<file path="src/rtl/data_mem_dp_if.sv">
// rtl/data_mem_dp_if.sv - load/store request and read-response bundle for data_mem_dp
interface data_mem_dp_if #(
  parameter int W = 8,
  parameter int A = 8
);
  logic         ClearReq;
  logic         WriteEn;
  logic [A-1:0] WrAddr;
  logic [W-1:0] DataIn;
  logic         ReadEn;
  logic [A-1:0] RdAddr;
  logic [W-1:0] DataOut;
  logic         RdValid;
  logic         Busy;

  modport master (
    output ClearReq, WriteEn, WrAddr, DataIn, ReadEn, RdAddr,
    input  DataOut, RdValid, Busy
  );

  modport slave (
    input  ClearReq, WriteEn, WrAddr, DataIn, ReadEn, RdAddr,
    output DataOut, RdValid, Busy
  );
endinterface

</file>
<file path="src/rtl/data_mem_dp.sv">
// rtl/data_mem_dp.sv - dual-address data memory with registered read, write bypass and sweep clear
module data_mem_dp #(
  parameter int W          = 8,
  parameter int A          = 8,
  parameter int CLR_ON_RST = 1
) (
  input  logic          Clk,
  input  logic          Reset,
  data_mem_dp_if.slave  bus
);
  localparam int       DEPTH    = 1 << A;
  localparam bit       CLR_INIT = (CLR_ON_RST != 0);

  typedef enum logic {CLEAR, IDLE} state_t;
  localparam state_t RST_STATE = CLR_INIT ? CLEAR : IDLE;
  localparam logic [A-1:0] LAST_ADDR = {A{1'b1}};

  logic [W-1:0] core_mem [DEPTH];

  state_t       state_q, state_d;
  logic [A-1:0] clr_ptr_q, clr_ptr_d;
  logic [W-1:0] dout_q, dout_d;
  logic         rd_valid_q, rd_valid_d;
  logic         busy_q, busy_d;

  logic         mem_we;
  logic [A-1:0] mem_waddr;
  logic [W-1:0] mem_wdata;

  always_comb begin
    state_d    = state_q;
    clr_ptr_d  = clr_ptr_q;
    dout_d     = dout_q;
    rd_valid_d = 1'b0;
    busy_d     = busy_q;
    mem_we     = 1'b0;
    mem_waddr  = bus.WrAddr;
    mem_wdata  = bus.DataIn;
    case (state_q)
      CLEAR: begin
        // All requests are ignored while sweeping; only the clear write reaches the array.
        mem_we    = 1'b1;
        mem_waddr = clr_ptr_q;
        mem_wdata = '0;
        clr_ptr_d = clr_ptr_q + 1'b1;
        if (clr_ptr_q == LAST_ADDR) begin
          state_d = IDLE;
          busy_d  = 1'b0;
        end
      end
      IDLE: begin
        if (bus.ClearReq) begin
          state_d   = CLEAR;
          clr_ptr_d = '0;
          busy_d    = 1'b1;
        end else begin
          mem_we = bus.WriteEn;
          if (bus.ReadEn) begin
            rd_valid_d = 1'b1;
            dout_d     = (bus.WriteEn && (bus.WrAddr == bus.RdAddr)) ? bus.DataIn
                                                                      : core_mem[bus.RdAddr];
          end
        end
      end
      default: state_d = IDLE;
    endcase
  end

  always_ff @(posedge Clk or posedge Reset) begin
    if (Reset) begin
      state_q    <= RST_STATE;
      clr_ptr_q  <= '0;
      dout_q     <= '0;
      rd_valid_q <= 1'b0;
      busy_q     <= CLR_INIT;
    end else begin
      state_q    <= state_d;
      clr_ptr_q  <= clr_ptr_d;
      dout_q     <= dout_d;
      rd_valid_q <= rd_valid_d;
      busy_q     <= busy_d;
    end
  end

  // The array has no reset; clearing it is the job of the sweep.
  always_ff @(posedge Clk) begin
    if (mem_we) begin
      core_mem[mem_waddr] <= mem_wdata;
    end
  end

  assign bus.DataOut = dout_q;
  assign bus.RdValid = rd_valid_q;
  assign bus.Busy    = busy_q;
endmodule
</file>
<file path="src/flat_wrapper.sv">
// flat-port wrapper written by rule: the top's interface ports become plain ports
module data_mem_dp_flat 
#(
  parameter int W          = 8,
  parameter int A          = 8,
  parameter int CLR_ON_RST = 1
)
  (Clk, Reset, bus_ClearReq, bus_WriteEn, bus_WrAddr, bus_DataIn, bus_ReadEn, bus_RdAddr, bus_DataOut, bus_RdValid, bus_Busy);
  data_mem_dp_if #(.W(W), .A(A)) bus_i ();
  input  logic Clk;
  input  logic Reset;
  input wire logic [$bits(bus_i.ClearReq)-1:0] bus_ClearReq;
  input wire logic [$bits(bus_i.WriteEn)-1:0] bus_WriteEn;
  input wire logic [$bits(bus_i.WrAddr)-1:0] bus_WrAddr;
  input wire logic [$bits(bus_i.DataIn)-1:0] bus_DataIn;
  input wire logic [$bits(bus_i.ReadEn)-1:0] bus_ReadEn;
  input wire logic [$bits(bus_i.RdAddr)-1:0] bus_RdAddr;
  output wire logic [$bits(bus_i.DataOut)-1:0] bus_DataOut;
  output wire logic [$bits(bus_i.RdValid)-1:0] bus_RdValid;
  output wire logic [$bits(bus_i.Busy)-1:0] bus_Busy;
  assign bus_i.ClearReq = bus_ClearReq;
  assign bus_i.WriteEn = bus_WriteEn;
  assign bus_i.WrAddr = bus_WrAddr;
  assign bus_i.DataIn = bus_DataIn;
  assign bus_i.ReadEn = bus_ReadEn;
  assign bus_i.RdAddr = bus_RdAddr;
  assign bus_DataOut = bus_i.DataOut;
  assign bus_RdValid = bus_i.RdValid;
  assign bus_Busy = bus_i.Busy;
  data_mem_dp #(.W(W), .A(A), .CLR_ON_RST(CLR_ON_RST)) u_core (.Clk(Clk), .Reset(Reset), .bus(bus_i));
endmodule
</file>
<file path="config.mk">
export PLATFORM = sky130hd
export DESIGN_NAME = data_mem_dp_flat
export DESIGN_NICKNAME = d
export VERILOG_FILES = /design/src/rtl/data_mem_dp_if.sv /design/src/rtl/data_mem_dp.sv /design/src/flat_wrapper.sv
export SDC_FILE = /design/constraint.sdc
export NUM_CORES = 2
export LEC_CHECK = 0
export ABC_AREA = 1
export CAP_MARGIN = 0
export CELL_PAD_IN_SITES_DETAIL_PLACEMENT = 0
export CELL_PAD_IN_SITES_GLOBAL_PLACEMENT = 2
export CORE_ASPECT_RATIO = 1.2
export CORE_MARGIN = 3
export CORE_UTILIZATION = 44
export CTS_CLUSTER_DIAMETER = 50
export DETAILED_ROUTE_END_ITERATION = 16
export PLACE_DENSITY_LB_ADDON = 0.1
export SYNTH_ARGS = -nofsm -noshare
export SYNTH_HDL_FRONTEND = slang
export SYNTH_SLANG_ARGS = --single-unit
</file>
<file path="constraint.sdc">
create_clock -name Clk -period 4.9 [get_ports Clk]
set_input_delay 0.98 -clock Clk [delete_from_list [all_inputs] [get_ports Clk]]
set_output_delay 0.98 -clock Clk [all_outputs]
set_load 0.02 [all_outputs]
</file>
==> impl_summary.md <==
Clock tree
Counting the buffers created by CTS gives 213. The CTS clock-pin slew for the worst setup and hold paths is 60 ps. TritonCTS built the clock tree. The total number of clock tree sinks is roughly 2100. The buffer cell driving the clock tree root is sky130_fd_sc_hd__clkbuf_16.

The worst-case clock buffer depth is 3. The post-cts repair resize count is 0. The number of setup buffers added after CTS is 0. In this run, post-CTS hold repair placed 0 buffers. The clock tree synthesis step divided the H-tree into 4 levels. The clock reaches the later pin of the worst-skew pair after 830 ps.

Die
The floorplan step set the die height to 485 um. The area of the die is 0.197 sq mm. The total number of placement rows is ~180. The effective utilization at floorplan is 44.3%. Pin placement for this block handled 39 I/O pins. The x dimension of the die is 405 um.

The floorplan core area is 0.190 sq mm.

Final layout
The final design instance area without fill is 0.0948 sq mm. The area taken by flip-flops and latches is 0.0620 sq mm. The filler cells instantiated in the layout total roughly 17000. Cells fill between 40% and 50% of the core in the end. The final layout contains 7153 nets. Cells with a size suffix above 1 make up a little under 8% of the layout.

Compared with the post-synthesis result, the final layout area differs by 12.6%. In the final layout, the multi-input gates occupy between 0.015 and 0.02 sq mm.

Logic synthesis
The unique cell type count in the Yosys netlist is 36. The count of mapped cells out of synthesis is 7137. The number of storage elements in the synthesis netlist is 2067. The share of the Yosys chip area taken by registers is 73.6%. The number of nets in the synthesized netlist is slightly above 7000. The largest total area in the synthesized netlist belongs to sky130_fd_sc_hd__edfxtp_1. The mapped cell area is 0.0842 sq mm. The Yosys warning count is 0. After synthesis, the largest area contributor takes up 73.1% of total cell area. Ranked by total cell area, the synthesized netlist is headed by sky130_fd_sc_hd__edfxtp_1 (73%), sky130_fd_sc_hd__nand3_1 (12%), sky130_fd_sc_hd__nand2_1 (9.6%), sky130_fd_sc_hd__buf_2 (1.7%), sky130_fd_sc_hd__nor2_1 (1.3%).

The average instance in the mapped netlist occupies 11.8 sq um.

Power
In this run the power density over the cells is 413 mW/mm^2. The design draws 0.0392 W. The peak supply drop is 0.000334 V. The leakage dissipation is 33.5 nW.

GRT
The first global-routing pass estimated about 370000 um of wire. The number of antenna violations at the first check in global routing is 5. The number of global-route vias before repair is 52800. The global-route track usage on met1 is 35.0%. In this run the most used layer during global routing was met2. For this run, the total global-route usage over all layers was measured as 25.5%.

For this run, global-route usage on met3 was measured as under 10%. The global-route congestion overflow total is 0. The met2 track demand over resource in global routing is 42.3%.

Entering global routing, the biggest net connects 140 pins.

Setup path
The type of element launching the critical path is a flop. For this design, the slowest cell found on the critical path is sky130_fd_sc_hd__nor2_1. On the worst path, the slowest cell contributes a delay of between 700 and 800 ps. Traced cell by cell, the critical path runs through buf_4, inv_2, or2_0, o21ai_1, inv_2, nor2_1, nand2_1, nor2_1. The number of gates on the worst path with buffers counted is 8.

STA puts the critical path data required time at 5360 ps. The setup slack on the worst flop-to-flop path is 1310 ps. Data arrives at the worst endpoint at 4050 ps. The logic depth of the worst register-to-register path is 8.

Together, buffers and inverters on the worst path number 3. The kind of critical path is reg2reg. The cell family contributing the most delay on the critical path is simple AND/OR/NAND/NOR gates. STA classifies the critical path endpoint as a flop.

The critical-path maximum fanout is 17.

Timing
The number of setup violations in the final report is 0. The final number of hold-violating endpoints is 0. The number of pins exceeding their max-slew limit in the final report is 0. The clock skew after layout is 25.8 ps. Setup repair after global routing left no endpoint under its margin. The final critical-path required period is about 3600 ps.

For this run, the top clock speed supported by timing is 279 MHz. The final setup TNS is 0 ps. For the pin with the worst max-slew slack, the measured transition is about 1100 ps. The worst path uses roughly 73% of the clock period. The worst slew slack as a fraction of its limit is between 20% and 30%.

Status
The run finished with clean final reports.

Place
The final weighted congestion in routability-driven placement is 0.843. After detailed placement, the total cell area comes to 0.0879 sq mm. Input and output buffers added on the ports amount to 38.

The wire-length estimate of the detail-placed layout is 150000 um.

Route
The number of DRC markers after the initial detailed-route iteration is 5273. The pre-antenna-repair detailed-routing pass consisted of 8 iterations. In the routed design, unresolved DRC markers number 0. In the final routed layout, each cell accounts on average for 25.8 um. The number of vias after detailed routing is 54500. The count of nets left with antenna violations once routing finished came out at 0.

Wires add up to approximately 250000 um. Using the TritonRoute via totals, the vias-per-cell ratio works out to 5.57.

Hold path
The hold path depth is 2. The worst hold-check path type is reg2reg.

Run
The max capacitance violation total is 0.
-- placed cells by master, fill, tap and decap left out, drive strengths merged --
cell type	netlist	final
nand2	2144	2144
clkdlybuf4s50	0	32
diode	0	2
edfxtp	2048	2048
xor2	4	4
a31o	1	1
nand3	2039	2039
clkinvlp	0	7
dfrtp	18	18
o21a	3	3
inv	63	81
nor2	287	287
clkbuf	112	264
a21oi	3	3
a22oi	1	1
ha	1	1
xnor2	1	1
clkinv	2	79
or2	4	4
nor3	6	6
bufinv	0	20
mux2i	1	1
o22ai	3	3
nand4	2	2
o21ai	18	18
dfstp	1	1
buf	375	226
-- final cells by class --
type,count,share of cell area (%)
inverter,65,0.366
sequential,2067,65.4
clock buffer,264,5.89
timing repair buffer,258,2.97
tap,2478,3.27
multi-input combinational,4518,20.8
clock inverter,122,1.31
antenna,2,0.00528
-- metal layers --
metal	vias to the layer above	routed length, um	part of all wire (%)
met5	-	0	0
met4	0	8220	3.3
met3	350	13400	5.3
met2	1510	124000	49
met1	27300	107000	42
li1	25300	-	-
-- power by group --
| group | switching [W] | internal [W] |
|---|---|---|
| registers | 0.000118 | 0.0196 |
| logic | 0.00272 | 0.000838 |
| clock network | 0.00678 | 0.00915 |
-- state kept, by name, summed over array words and instances (netlist names) --
signal              cells
u_core.clr_ptr_q        8
u_core.bus.RdValid      1
u_core.core_mem      2048
u_core.state_q          1
u_core.bus.Busy         1
u_core.bus.DataOut      8
-- through the flow --
step,setup WS (ps),instances,hold slack (ps)
after floorplan,337,7137,473
after global placement,685,9386,478
after detailed placement,703,9386,479
after CTS,1220,9772,488
after global routing,1080,9773,524
final,1310,9774,487
-- worst paths after layout --
path | start | to
worst max-delay path | u_core.state_q | u_core.core_mem[214][1]
worst min-delay path | u_core.bus.Busy | u_core.bus.Busy
worst max register to register | u_core.state_q | u_core.core_mem[214][1]
worst min register to register | u_core.bus.Busy | u_core.bus.Busy
max in group asynchronous | Reset | u_core.bus.DataOut[0]
min in group asynchronous | Reset | u_core.bus.RdValid
-- logic make-up after synthesis --
kind of cell	Yosys count	synth area share, %
adders and majority gates	1	0.0149
and+or+nand+nor	4482	23.1
AOI/OAI and AO/OA	29	0.207
muxes	1	0.0119
buffers and inverters	552	3.02
xor gates and xnor gates	5	0.0520
DFF	2067	73.6
-- cell usage after synthesis, drive strengths merged --
library cell,n
or2,4
dfrtp,18
o21ai,18
a22oi,1
nor2,287
clkbuf,112
mux2i,1
dfstp,1
o22ai,3
a31o,1
edfxtp,2048
nand4,2
o21a,3
clkinv,2
nand3,2039
nand2,2144
nor3,6
buf,375
xor2,4
inv,63
a21oi,3
xnor2,1
ha,1
-- worst reg2reg max path, cell delays in order, from the launching register on --
cell and delay (ps):
sky130_fd_sc_hd__dfrtp_1 450, sky130_fd_sc_hd__buf_4 280, sky130_fd_sc_hd__inv_2 150, sky130_fd_sc_hd__or2_0 220, sky130_fd_sc_hd__o21ai_1 330, sky130_fd_sc_hd__inv_2 100, sky130_fd_sc_hd__nor2_1 270, sky130_fd_sc_hd__nand2_1 640
sky130_fd_sc_hd__nor2_1 800
(Power assumes the default switching activity.)
